`config.mk`:
```
export PLATFORM = sky130hd
export DESIGN_NAME = collision_scan_engine
export DESIGN_NICKNAME = d
export VERILOG_FILES = /design/src/rtl/collision_scan_engine.sv
export SDC_FILE = /design/constraint.sdc
export NUM_CORES = 1
export LEC_CHECK = 0
export CORE_AREA = 4 4 120 122
export DETAILED_ROUTE_END_ITERATION = 10
export DIE_AREA = 0 0 124 126
export PLACE_DENSITY_LB_ADDON = 0.1
export RECOVER_POWER = 100
export SLEW_MARGIN = 15
export SYNTH_ARGS = -nofsm -noshare
export SYNTH_HDL_FRONTEND = slang
export SYNTH_SLANG_ARGS = --single-unit
```
`constraint.sdc`:
```
create_clock -name clk -period 4.6 [get_ports clk]
set_input_delay 0.46 -clock clk [delete_from_list [all_inputs] [get_ports clk]]
set_output_delay 0.46 -clock clk [all_outputs]
set_load 0.05 [all_outputs]
```
`src/rtl/collision_scan_engine.sv`:
```
// Scans a table of object boxes against one latched mover box, one entry per clock,
// through a 1-cycle-latency read port; reports hit mask, first hit index and hit count.
module collision_scan_engine #(
    parameter int NUM_OBJ      = 16,
    parameter int COORD_W      = 11,
    parameter int OBJ_W        = 32,
    parameter int OBJ_H        = 32,
    parameter int MOVER_W      = 32,
    parameter int MOVER_H      = 32,
    parameter int TOUCH_IS_HIT = 1,
    parameter int IDX_W        = $clog2(NUM_OBJ),
    parameter int CNT_W        = $clog2(NUM_OBJ + 1)
) (
    input  logic               clk,
    input  logic               resetN,
    input  logic               start,
    input  logic [COORD_W-1:0] mover_x,
    input  logic [COORD_W-1:0] mover_y,
    output logic               obj_rd_en,
    output logic [IDX_W-1:0]   obj_rd_addr,
    input  logic [COORD_W-1:0] obj_x,
    input  logic [COORD_W-1:0] obj_y,
    input  logic               obj_alive,
    output logic               busy,
    output logic               done,
    output logic               collision,
    output logic [NUM_OBJ-1:0] hit_mask,
    output logic [IDX_W-1:0]   hit_index,
    output logic [CNT_W-1:0]   hit_count
);

    typedef enum logic [1:0] {IDLE, ISSUE, DRAIN, FINISH} state_t;

    localparam int EW = COORD_W + 1;
    localparam logic [IDX_W-1:0] LAST_ADDR = IDX_W'(NUM_OBJ - 1);

    state_t             state_q, state_d;
    logic [IDX_W-1:0]   addr_q, addr_d;
    logic [COORD_W-1:0] mx_q, mx_d;
    logic [COORD_W-1:0] my_q, my_d;
    logic               cmp_valid_q, cmp_valid_d;
    logic [IDX_W-1:0]   cmp_idx_q, cmp_idx_d;
    logic [NUM_OBJ-1:0] hit_mask_q, hit_mask_d;
    logic [CNT_W-1:0]   hit_count_q, hit_count_d;
    logic [IDX_W-1:0]   hit_index_q, hit_index_d;
    logic               collision_q, collision_d;

    // Box edges extended by one bit so right/bottom edges never wrap at the screen limit
    logic [EW-1:0] m_left, m_right, m_top, m_bottom;
    logic [EW-1:0] o_left, o_right, o_top, o_bottom;
    logic          overlap_incl, overlap_strict, overlap, hit;

    always_comb begin
        m_left   = {1'b0, mx_q};
        m_top    = {1'b0, my_q};
        m_right  = m_left + EW'(MOVER_W);
        m_bottom = m_top + EW'(MOVER_H);
        o_left   = {1'b0, obj_x};
        o_top    = {1'b0, obj_y};
        o_right  = o_left + EW'(OBJ_W);
        o_bottom = o_top + EW'(OBJ_H);

        overlap_incl   = (m_left <= o_right) && (o_left <= m_right) &&
                         (m_top <= o_bottom) && (o_top <= m_bottom);
        overlap_strict = (m_left < o_right) && (o_left < m_right) &&
                         (m_top < o_bottom) && (o_top < m_bottom);
        overlap        = (TOUCH_IS_HIT != 0) ? overlap_incl : overlap_strict;
        hit            = cmp_valid_q && overlap && obj_alive;
    end

    always_comb begin
        state_d     = state_q;
        addr_d      = addr_q;
        mx_d        = mx_q;
        my_d        = my_q;
        cmp_valid_d = (state_q == ISSUE);
        cmp_idx_d   = addr_q;
        hit_mask_d  = hit_mask_q;
        hit_count_d = hit_count_q;
        hit_index_d = hit_index_q;
        collision_d = collision_q;

        case (state_q)
            IDLE: begin
                if (start) begin
                    mx_d        = mover_x;
                    my_d        = mover_y;
                    addr_d      = '0;
                    hit_mask_d  = '0;
                    hit_count_d = '0;
                    hit_index_d = '0;
                    collision_d = 1'b0;
                    state_d     = ISSUE;
                end
            end
            ISSUE: begin
                if (addr_q == LAST_ADDR) begin
                    addr_d  = '0;
                    state_d = DRAIN;
                end else begin
                    addr_d = addr_q + IDX_W'(1);
                end
            end
            DRAIN:   state_d = FINISH;
            FINISH:  state_d = IDLE;
            default: state_d = IDLE;
        endcase

        // Compare results only ever arrive in ISSUE/DRAIN, never alongside the start-time clear
        if (hit) begin
            hit_mask_d[cmp_idx_q] = 1'b1;
            hit_count_d           = hit_count_q + CNT_W'(1);
            if (!collision_q) begin
                hit_index_d = cmp_idx_q;
                collision_d = 1'b1;
            end
        end
    end

    always_ff @(posedge clk or negedge resetN) begin
        if (!resetN) begin
            state_q     <= IDLE;
            addr_q      <= '0;
            mx_q        <= '0;
            my_q        <= '0;
            cmp_valid_q <= 1'b0;
            cmp_idx_q   <= '0;
            hit_mask_q  <= '0;
            hit_count_q <= '0;
            hit_index_q <= '0;
            collision_q <= 1'b0;
        end else begin
            state_q     <= state_d;
            addr_q      <= addr_d;
            mx_q        <= mx_d;
            my_q        <= my_d;
            cmp_valid_q <= cmp_valid_d;
            cmp_idx_q   <= cmp_idx_d;
            hit_mask_q  <= hit_mask_d;
            hit_count_q <= hit_count_d;
            hit_index_q <= hit_index_d;
            collision_q <= collision_d;
        end
    end

    assign obj_rd_en   = (state_q == ISSUE);
    assign obj_rd_addr = addr_q;
    assign busy        = (state_q == ISSUE) || (state_q == DRAIN);
    assign done        = (state_q == FINISH);
    assign collision   = collision_q;
    assign hit_mask    = hit_mask_q;
    assign hit_index   = hit_index_q;
    assign hit_count   = hit_count_q;

endmodule

```
Word level (Yosys, flattened, before mapping) --
Index checks and enable logic that the tools add are counted.
Storage, ports and cells: bits in registers 59, input port bits 48, output and inout port bits 33, logic and storage cells 66
Cells by class: add/sub/neg operators 6, magnitude comparators 6, eq/ne operators 6, multiplexer cells 22, bitwise operators 1, reduce and logical (&&, ||, !) cells 15
Operators by type and width (number):
- $add A11 B6 Y12 const B | 4
- $le A11 B12 Y1 | 4
- $mux W16 | 3
- $mux W4 | 6
- $or A16 B16 Y16 | 1
- $mux W5 | 3
- $pmux W2 S4 | 1
- $pmux W4 S2 | 1
- $reduce_and A2 Y1 | 4
- $logic_and A1 B1 Y1 | 6
- $reduce_bool A2 Y1 | 3
- $add A5 B1 Y5 const B | 1
- $lt A4 B5 Y1 const B | 1
- $mux W1 | 5
- $add A4 B1 Y4 const B | 1
- $demux W1 S4 | 1
- $eq A2 B2 Y1 const B | 2
- $eq A4 B4 Y1 const B | 1
- $ge A4 B1 Y1 const B | 1
- $mux W2 | 2
- $eq A2 B1 Y1 const B | 1
- $logic_not A2 Y1 | 1
- $ne A2 B1 Y1 const B | 1
- $ne A2 B2 Y1 const B | 1
- $logic_or A1 B1 Y1 | 1

Logic depth before layout (Yosys ltp) --
Gate-level depths: netlist of run 1.
depth in word-level cells 9, mapped depth 12

Worst setup path before layout of run 1 --
No wires, ideal clock.
path type in2reg, start input port obj_x[5], end register hit_mask_q[0], in the netlist hit_mask[0], library setup time 95 ps, arrival time 2634 ps, path slack 1871 ps, stages 12, buffers on the path 1, cells stage by stage ha_1 nand3_1 xor2_1 ha_1 a21o_1 a221oi_2 nand2_1 a31oi_1 o2111ai_2 or2_4 buf_6 o31ai_1
Between the ends: word-level cells in the longest chain between the ends 8, elaborated cells on any way between the ends 9, classes of those cells add/sub (1); order compare (2); mux (1); reduce/logical (5)
RTL lines:
- from (decl) | line 21 | input logic [COORD_W-1:0] obj_x,
- $add A11 B6 Y12 | line 60 | o_right = o_left + EW'(OBJ_W);
- $le A11 B12 Y1 | line 63 | overlap_incl = (m_left <= o_right) && (o_left <= m_right) &&
- $logic_and A1 B1 Y1 * (2 in a row) | line 63
- $logic_and A1 B1 Y1 * | line 64 | (m_top <= o_bottom) && (o_top <= m_bottom);
- $logic_and A1 B1 Y1 * (2 in a row) | line 68 | hit = cmp_valid_q && overlap && obj_alive;
- $mux W16 * | line 110 | if (hit) begin
- named net hit_mask_d[0] | line 43 | logic [NUM_OBJ-1:0] hit_mask_q, hit_mask_d;
- to (signal assigned) | line 139 | hit_mask_q <= hit_mask_d;
- to (decl) | line 43
Mark *: on every way through the listed nets, which the timed path passes. The rest lies on a longest branch. A chain may end at the register's enable or synchronous reset.

Final worst setup path of run 1 --
start input port obj_y[5], end register hit_mask_q[4], in the netlist hit_mask[4]
Between the ends: word-level cells in the longest chain between the ends 7, elaborated cells on any way between the ends 8, classes of those cells add/sub (1); order compare (2); mux (1); reduce/logical (4)
RTL lines:
- from (decl) | line 22 | input logic [COORD_W-1:0] obj_y,
- $add A11 B6 Y12 | line 61 | o_bottom = o_top + EW'(OBJ_H);
- $le A11 B12 Y1 | line 64
- $logic_and A1 B1 Y1 | line 63
- $logic_and A1 B1 Y1 * | line 64
- $logic_and A1 B1 Y1 * (2 in a row) | line 68
- $mux W16 * | line 110
- named net hit_mask_d[4] | line 43
Marked as above.

==> results of run 1 <==
cell usage after synthesis (2+ instances only):
library cell  count
nand2_1          42
nand3_1          21
mux2_2           22
ha_1             52
nor2b_1           6
xnor2_1           5
o21ai_0           7
o2111ai_1         2
dfrtp_1          59
and3_1            9
a21oi_1           8
o211ai_1          3
nor3_1            3
clkbuf_1          7
a32oi_1           2
buf_6             2
a21o_1            8
nand4_1           3
nor2_1            7
xor2_1           14
a31oi_1           2
inv_1            34
o31ai_1          18
mux2i_1          10
o21a_1            4
metal layers:
layer	global-route usage	vias to the layer above
met5	0	-
li1	-	1481
met1	0.165	1408
met4	0.0425	0
met3	0.0466	13
met2	0.203	60
layout make-up:
class,instances,area [sq um]
Fill cell,1329,8130
Clock inverter,5,52.6
Sequential cell,59,1480
Tap cell,176,220
Timing Repair Buffer,82,803
Inverter,34,128
Multi-Input combinational cell,268,2130
Clock buffer,11,243
stage by stage:
| stage | util | hold slack [ns] | area (sq um) | total power [mW] |
|---|---|---|---|---|
| 2_1_floorplan | - | 0.164 | 3790 | 1.93 |
| 3_3_place_gp | 0.362 | 0.443 | 4780 | 2.37 |
| 3_5_place_dp | 0.362 | 0.451 | 4780 | 2.38 |
| 4_1_cts | 0.385 | 0.334 | 5070 | 3.07 |
| 5_1_grt | 0.383 | 0.494 | 5060 | 3.25 |
| 6_report | 0.383 | 0.445 | 5060 | 2.99 |
sequential cells by signal (all words and copies together) (netlist names):
signal / count
mx_q: 11
hit_mask: 16
cmp_valid_q: 1
obj_rd_addr: 4
hit_count: 5
hit_index: 4
my_q: 11
cmp_idx_q: 4
collision: 1
state_q: 2
worst paths after layout:
path | end | startpoint | depth (start not counted)
max reg2reg | hit_mask[4] | my_q[5] | 11
max in group asynchronous | mx_q[2] | resetN | 2
max | hit_mask[4] | obj_y[5] | 11
min reg2reg | cmp_idx_q[1] | obj_rd_addr[1] | 0
min | cmp_idx_q[1] | obj_rd_addr[1] | 0
min in group asynchronous | hit_mask[1] | resetN | 2
report_power, final:
part / internal [mW] / switching, mW / leakage, nW
logic: 0.607 / 0.832 / 1.51
clock network: 0.431 / 0.237 / 0.145
registers: 0.693 / 0.186 / 0.761
total: 1.73 / 1.26 / 2.42
worst max-delay path, delay by kind of cell:
family / cells / cell delay (ns)
AO/OA/AOI/OAI: 3 / 0.67
XOR/XNOR: 1 / 0.15
adder cells (fa/ha/maj): 2 / 0.52
buffers and inverters: 1 / 0.55
AND/OR/NAND/NOR: 4 / 1.48
logic make-up (layout without fill, tap and decap cells):
family                   after synthesis  count (layout)  share of synthesized area
AO/OA/AOI/OAI                         68              68                      0.135
XOR/XNOR                              19              19                     0.0439
adder cells (fa/ha/maj)               52              52                      0.172
buffers and inverters                 43             132                     0.0465
flip-flops                            59              59                      0.389
multiplexers                          32              32                     0.0917
AND/OR/NAND/NOR                       97              97                      0.122
==> metrics.md, run 1 <==
| Metric | Value |
|---|---|
| Postcts setup bufs | `0` |
| CP max-delay cell | `or2_0` |
| Synthesized flop and latch total | `59` |
| M1 wire length | `4.40 mm` |
| Fmax | `0.271 GHz` |
| Uppermost layer routed | `met4` |
| Status | `complete, but fails checks` |
| Most frequent cells in the layout | `dfrtp_1, ha_1, clkdlybuf4s50_1` |
| Peak VDD IR | `367 uV` |
| Clk_skew | `0.00754 ns` |
| Pins Over Slew Limit | `60` |
| WL met3 | `561 um` |
| Rel. slew slack | `-1.19` |
| Cell area power density | `591 nW/um^2` |
| First-pass GRT wire length | `15.6 mm` |
| Post-synthesis sequential area ratio | `0.389` |
| LEAKAGE | `2.42 nW` |
| Placed Cells | `619` |
| Deepest level of the CTS H-tree | `3` |
| Clk_lat worst skew | `0.33 ns` |
| Clk buf depth | `2` |
| Via density | `4.66` |
| Ys Warns | `0` |
| Syn_area_per_cell | `10.3 sq um` |
| Worst min path class | `reg2reg` |
| Most common cell after layout, fill and taps aside | `dfrtp_1` |
| Mapped Area | `3790 sq um` |
| Die X | `124 um` |
| Setup CP Type | `in2reg` |
| Ports | `81` |
| Starting DRC count in detailed routing | `174` |
| Final setup margin | `0.914 ns` |
| # DRC | `0` |
| Fin crit period | `3.69 ns` |
| Share of cells above drive strength 1 | `0.0959` |
| Clk slew on worst S/H paths | `0.05 ns` |
| CTS tree | `yes` |
| Final TNS setup | `0 ns` |
| Top cells by area, synth | `dfrtp_1, ha_1, mux2_2` |
| Port Buffers | `80` |
| CTS resizes | `0` |
| Wire length on met2 | `4.45 mm` |
| Failing checks | `capacitance limit, slew limit` |
| Share of the synthesized area in the top cell type | `0.389` |
| Pin count of the biggest net entering global routing | `60` |
| TritonRoute pass-1 iters | `4` |
| Post-Syn Instances | `370` |
| Die Span Y | `126 um` |
| Crit-path max cell delay | `0.96 ns` |
| Antenna violations before repair | `0` |
| Vias | `2962` |
| Primary flip-flop cell chosen by synthesis mapping | `dfrtp_1` |
| Async set or reset register ratio after synthesis | `1.00` |
| WL per Instance | `15.0 um` |
| Die area | `15600 sq um` |
| Leading area contributor after synthesis | `dfrtp_1` |
| Slew @ Worst Pin | `3.29 ns` |
| ANT cells | `0` |
| CP arrival | `3.85 ns` |
| Final std cells w/o fill | `635` |
| Nets | `554` |
| R2r setup slk | `1.04 ns` |
| Starting density of the core | `0.288` |
| Pre-CTS setup slack | `1.05 ns` |
| RSZ-0062 raised after global routing | `false` |
| Crit share post-route | `0.801` |
| Row cnt | `42` |
| P&R area growth vs syn | `33.3%` |
| Dpl hpwl | `7.14 mm` |
| Clock root cell | `clkbuf_16` |
| CP Max Fanout | `20` |
| Sink Count | `59` |
| Number of global-route vias before repair | `3068` |
| Total routed wirelength | `9.54 mm` |
| Post-CTS Hold Buffers | `0` |
| Cts bufs inserted | `9` |
| CORE AREA | `13200 sq um` |
| Worst EP required | `4.76 ns` |
| Critical path cell sequence | `clkdlybuf4s50_1 -> ha_1 -> nand3_1 -> xor2_1 -> ha_1 -> and3_1 -> and3_1 -> a32oi_1 -> o31a_1 -> or2_0 -> o31ai_1` |
| Max Cap Viol | `1` |
| Gr usage total | `0.129` |
| Distinct cell type count after synthesis | `45` |
| Setup crit start kind | `input port` |
| Final hold violation count | `0` |
| Crit end category | `flip-flop` |
| Remaining Overflow, GRT | `0` |
| Synth Net Count | `470` |
| Setup violations, final | `0` |
| Post-synth EDFFs | `0` |
| Antenna-violating nets left | `0` |
| GPL Wtd Cong | `0.799` |
(Power assumes the default switching activity.)
==> run 2, diff against run 1 <==
- clock period: 4.6 -> 2.95 ns (I/O delays scaled with it)
==> run 2 against run 1 <==
Compared with the run above: the flow now finishes without violations; clock power grew 69%; utilization grew 3.3 points; register-to-register slack lost 0.89 ns; design area grew 8.6%; non-clock buffer count grew 38; final cell count grew 6.0%; die area is the same; sequential share of layout area shrank 2.3 points; worst setup slack lost 0.77 ns; critical path type is now reg2reg; critical endpoint is now hit_mask[3]; largest power group unchanged; highest routed layer unchanged.
==> metrics.md, run 2 (same netlist as run 1, synthesis figures left out) <==
| Metric | Value |
|---|---|
| Status | `finished, final reports clean` |
| Starting DRC count in detailed routing | `104 (-40%)` |
| Pin count of the biggest net entering global routing | `23 (-62%)` |
| Sink Count | `59 (unchanged)` |
| Deepest level of the CTS H-tree | `3 (unchanged)` |
| Cell area power density | `937 nW/um^2 (+59%)` |
| Antenna-violating nets left | `0 (unchanged)` |
| Final setup margin | `0.145 ns (-0.769 ns)` |
| Clock root cell | `clkbuf_16` |
| WL per Instance | `15.2 um (+1.0%)` |
| TritonRoute pass-1 iters | `4 (unchanged)` |
| Starting density of the core | `0.288 (unchanged)` |
| CTS tree | `yes` |
| Vias | `3186 (+7.6%)` |
| Dpl hpwl | `7.81 mm (+9.4%)` |
| P&R area growth vs syn | `44.8%` |
| Worst min path class | `reg2reg` |
| Slew @ Worst Pin | `1.20 ns (-2.09 ns)` |
| Share of cells above drive strength 1 | `0.199 (+0.103)` |
| CP arrival | `3.04 ns (-0.81 ns)` |
| Pre-CTS setup slack | `-0.226 ns (-1.28 ns)` |
| WHS | `0.447 ns (+0.00158 ns)` |
| Most common cell after layout, fill and taps aside | `dfrtp_1` |
| Total routed wirelength | `10.2 mm (+7.1%)` |
| First-pass GRT wire length | `16.9 mm (+8.1%)` |
| Antenna violations before repair | `0 (unchanged)` |
| Rel. slew slack | `0.202 (+1.40)` |
| Row cnt | `42 (unchanged)` |
| Setup crit start kind | `flip-flop` |
| Nets | `593 (+7.0%)` |
| Crit end category | `flip-flop` |
| Clk slew on worst S/H paths | `0.05 ns (about the same)` |
| Crit share post-route | `0.951` |
| LEAKAGE | `2.67 nW (+10%)` |
| Gr usage total | `0.139 (+0.00913)` |
| Clk buf depth | `2 (unchanged)` |
| GPL Wtd Cong | `0.866 (+8.4%)` |
| Peak VDD IR | `667 uV (+82%)` |
| Final TNS setup | `0 ns (unchanged)` |
| Port Buffers | `80 (unchanged)` |
| Fin crit period | `2.80 ns` |
| Most frequent cells in the layout | `dfrtp_1, ha_1, nand2_1` |
| Clk_skew | `0.00585 ns (-0.00169 ns)` |
| Number of global-route vias before repair | `3426 (+12%)` |
| Setup violations, final | `0 (unchanged)` |
| Pins Over Slew Limit | `0 (-100%)` |
| Max Cap Viol | `0 (-1)` |
| Fmax | `0.357 GHz` |
| Clk_lat worst skew | `0.34 ns (about the same)` |
| Power, Total | `5.14 mW (+72%)` |
| Cts bufs inserted | `9 (unchanged)` |
| Die Span Y | `126 um (unchanged)` |
| Final hold violation count | `0 (unchanged)` |
| CORE AREA | `13200 sq um (unchanged)` |
| Remaining Overflow, GRT | `0 (unchanged)` |
| Die area | `15600 sq um (unchanged)` |
| Die X | `124 um (unchanged)` |
| Postcts setup bufs | `0 (unchanged)` |
| Via density | `4.73 (+1.5%)` |
| Final Util | `0.416 (+0.0331)` |
| Setup CP Type | `reg2reg` |
| ANT cells | `0 (unchanged)` |
| # DRC | `0 (unchanged)` |
| Worst EP required | `3.18 ns (-1.58 ns)` |
| Ports | `81 (unchanged)` |
| CP Max Fanout | `10 (-50%)` |
| Largest register FFs | `16 (unchanged)` |
-- run 2: final cells by class --
class	instances	area [sq um]
Clock buffer	10	239
Timing Repair Buffer	120	1110
Multi-Input combinational cell	269	2250
Clock inverter	5	77.6
Sequential cell	59	1480
Fill cell	1296	7700
Tap cell	176	220
Inverter	34	128
-- run 2: power breakdown --
group          leakage, nW  internal [mW]  switching [mW]  total (mW)
registers            0.761           1.08           0.217        1.30
clock network        0.154          0.753           0.374        1.13
logic                 1.75           1.21            1.51        2.72
-- run 2: worst paths after layout --
kind / start / to / slack [ns] / cells after the start
setup / recovery: my_q[9] / hit_mask[3] / 0.15 / 12
hold reg to reg: obj_rd_addr[1] / cmp_idx_q[1] / 0.45 / 0
hold / removal: obj_rd_addr[1] / cmp_idx_q[1] / 0.45 / 0
max in group asynchronous: resetN / mx_q[0] / 1.05 / 3
setup reg to reg: my_q[9] / hit_mask[3] / 0.15 / 12
min in group asynchronous: resetN / hit_mask[3] / 0.72 / 2
-- run 2: worst max-delay path, stage by stage (launching register included) --
cell and delay, ns:
dfrtp_1 0.35, and3_4 0.19, nand3_1 0.09, xor2_1 0.15, ha_1 0.31, nand3_2 0.10
nor3_1 0.07, a2111o_1 0.39, o21ai_2 0.14, buf_4 0.14, o2111ai_4 0.12, or2_4 0.35
o31ai_1 0.28
-- run 2: per-stage QoR --
stage	cell area (sq um)	std cells
after floorplan	3790	370
after global placement	5060	656
after detailed placement	5060	656
after CTS	5380	672
after global routing	5490	673
final	5490	673
-- run 2: what timing repair did --
action                     in CTS  in global routing
cloned                          0                  1
setup endpoints to repair       1                 26
hold endpoints to repair       20                  0
gates resized for setup         1                 24
hold buffers                    1                  0
pin swaps                       0                 16
-- run 2: layer usage --
layer / vias to the layer above / track usage / share of wire
met5: - / 0 / 0
met1: 1519 / 0.179 / 0.45
met2: 82 / 0.213 / 0.47
met4: 0 / 0.0612 / 0.026
met3: 20 / 0.0408 / 0.050
li1: 1565 / - / -
==> run 3, diff against run 2 <==
- DONT_BUFFER_PORTS: default -> 1
- PLACE_DENSITY_LB_ADDON: 0.1 -> default
==> run 3 against run 2 <==
Compared with the run above: the flow now finishes with violations (capacitance limit, slew limit); power is 8.0% lower; first-iteration DRC count up 33%; clock-buffer cell count rose by 1; non-clock buffer count shrank 104; design area fell by 19%; via count shrank 12%; worst setup slack got worse by 0.017 ns; register-to-register slack got worse by 0.02 ns; clock skew grew 0.0011 ns; routed wire length decreased by 8.2%; largest cell class unchanged; largest power group unchanged.
==> metrics.md, run 3 (same netlist as run 1, synthesis figures left out) <==
| Metric | Value |
|---|---|
| Deepest level of the CTS H-tree | `3 (unchanged)` |
| Starting density of the core | `0.288 (unchanged)` |
| Peak VDD IR | `535 uV (-20%)` |
| Fin crit period | `2.82 ns (+0.0169 ns)` |
| Worst EP required | `3.16 ns (-0.02 ns)` |
| ANT cells | `0 (unchanged)` |
| Antenna violations before repair | `0 (unchanged)` |
| Port Buffers | `0 (-100%)` |
| Clock root cell | `clkbuf_16` |
| Nets | `490 (-17%)` |
| NetSw | `2.00 mW (-4.9%)` |
| R2r setup slk | `0.13 ns (-0.02 ns)` |
| Power Internal | `2.74 mW (-10%)` |
| Gr usage total | `0.125 (-0.0140)` |
| Pre-CTS setup slack | `-0.0509 ns (+0.175 ns)` |
| Fmax | `0.354 GHz (-0.60%)` |
| CORE AREA | `13200 sq um (unchanged)` |
| Seq pwr share | `0.332 (+0.080)` |
| Antenna-violating nets left | `0 (unchanged)` |
| Max Cap Viol | `1 (+1)` |
| Most common cell after layout, fill and taps aside | `dfrtp_1` |
| WL per Instance | `16.4 um (+8.2%)` |
| Cell area power density | `1060 nW/um^2 (+13%)` |
| Crit path capture | `hit_count[2]` |
| Final hold violation count | `0 (unchanged)` |
| Worst min path class | `in2reg` |
| Remaining Overflow, GRT | `0 (unchanged)` |
| Crit end category | `flip-flop` |
| Pins Over Slew Limit | `60 (+60)` |
| R2r endpoint | `hit_count[2]` |
| FF-to-FF Start | `mx_q[5]` |
| Die area | `15600 sq um (unchanged)` |
| Placed cell area | `4070 sq um (-20%)` |
| Final setup margin | `0.128 ns (-0.0169 ns)` |
| Most frequent cells in the layout | `dfrtp_1, ha_1, nand2_1` |
| Clk_skew | `0.00693 ns (+0.00108 ns)` |
| GPL Wtd Cong | `0.885 (+2.2%)` |
| CP arrival | `3.03 ns (about the same)` |
| CP Max Fanout | `5 (-5)` |
| Cts bufs inserted | `9 (unchanged)` |
| # DRC | `0 (unchanged)` |
| Largest register FFs | `16 (unchanged)` |
| CTS tree | `yes` |
| LEAKAGE | `2.11 nW (-21%)` |
| Dpl hpwl | `7.17 mm (-8.2%)` |
| P&R area growth vs syn | `17.5%` |
| Setup crit start kind | `flip-flop` |
| Failing checks | `capacitance limit, slew limit` |
| Slew @ Worst Pin | `1.53 ns (+0.335 ns)` |
| Rel. slew slack | `-0.0216 (-0.223)` |
| Row cnt | `42 (unchanged)` |
| Share of cells above drive strength 1 | `0.165 (-0.0346)` |
| Logic pwr share | `0.431 (-0.098)` |
| Setup violations, final | `0 (unchanged)` |
| Via density | `4.94 (+4.2%)` |
| Crit share post-route | `0.957 (+0.00572)` |
| Starting DRC count in detailed routing | `138 (+33%)` |
| Worst r2r path cells | `11 (-1)` |
| Die Span Y | `126 um (unchanged)` |
| TritonRoute pass-1 iters | `5 (+1)` |
| Clk buf depth | `2 (unchanged)` |
| Ports | `81 (unchanged)` |
| Clk_lat worst skew | `0.33 ns (about the same)` |
| Design Area, Final | `4460 sq um (-19%)` |
| Clock network power share | `0.237 (+0.018)` |
| Setup CP Type | `reg2reg` |
| Sink Count | `59 (unchanged)` |
| Total routed wirelength | `9.38 mm (-8.2%)` |
| Number of global-route vias before repair | `2984 (-13%)` |
| RSZ-0062 raised after global routing | `false` |
| Die X | `124 um (unchanged)` |
| Clk slew on worst S/H paths | `0.06 ns (about the same)` |
| Vias | `2818 (-12%)` |
| Status | `complete, but fails checks` |
| Pin count of the biggest net entering global routing | `60 (+160%)` |
| Worst Setup SP | `mx_q[5]` |
| First-pass GRT wire length | `15.1 mm (-10%)` |
| Switching Share | `0.422 (+0.0136)` |
==> run 3: critical path, cell delays in order, from the launching register on <==
cell and delay [ns]:
dfrtp_1 0.39, ha_1 0.24, nand3_1 0.09, xor2_1 0.16, ha_1 0.27, and3_1 0.19
a221o_1 0.34, o211ai_2 0.23, o2111ai_4 0.20, buf_4 0.20, mux2i_1 0.11, or2_2 0.29
==> run 3: area by class of cell <==
type	count	area, sq um
Fill cell	1325	8730
Multi-Input combinational cell	270	2200
Sequential cell	59	1480
Clock buffer	11	233
Tap cell	176	220
Inverter	34	128
Timing Repair Buffer	16	116
Clock inverter	5	86.3
==> run 3: repair_timing <==
item                       CTS  global route
hold buffers                 2             0
resized for setup            1            12
setup endpoints to repair   15            24
gates cloned                 0             2
pin swaps                    0             3
setup buffers                0             1
hold endpoints to repair    59             0
==> run 3: how the worst min path moves through the flow <==
stage,startpoint,to,slack (ns),depth (start not counted)
after floorplan,resetN,cmp_idx_q[0],-0.0006,0
after global placement,resetN,obj_rd_addr[1],0.002,0
after detailed placement,resetN,obj_rd_addr[1],0.002,0
after CTS,mover_y[2],my_q[2],0.09,1
after global routing,mover_y[0],my_q[0],0.09,1
final,mover_y[3],my_q[3],0.11,1
==> run 3: per-layer routing <==
metal  vias to the layer above  GRT usage  share of wire
met5                         -          0              0
met4                         0     0.0464          0.017
met3                        15     0.0628          0.097
met2                        82      0.202           0.49
met1                      1358      0.140           0.40
li1                       1363          -              -
==> run 3: stage by stage <==
stage	hold slack, ns	total power [mW]	setup TNS, ns	util	instances
2_1_floorplan	-0.000591	3.01	0	-	370
4_1_cts	0.0906	4.74	0	0.336	568
5_1_grt	0.0880	5.16	0	0.338	571
3_3_place_gp	0.00237	3.47	0	0.308	550
6_report	0.109	4.73	0	0.338	571
3_5_place_dp	0.00215	3.55	-0.190	0.308	550
==> run 3: power groups by stage <==
stage	combinational, mW	clock [mW]	sequential (mW)
after floorplan	1.46	0	1.54
after global placement	1.89	0	1.59
after detailed placement	1.95	0	1.60
after CTS	1.99	1.16	1.59
after global routing	2.34	1.21	1.62
final	2.04	1.12	1.57
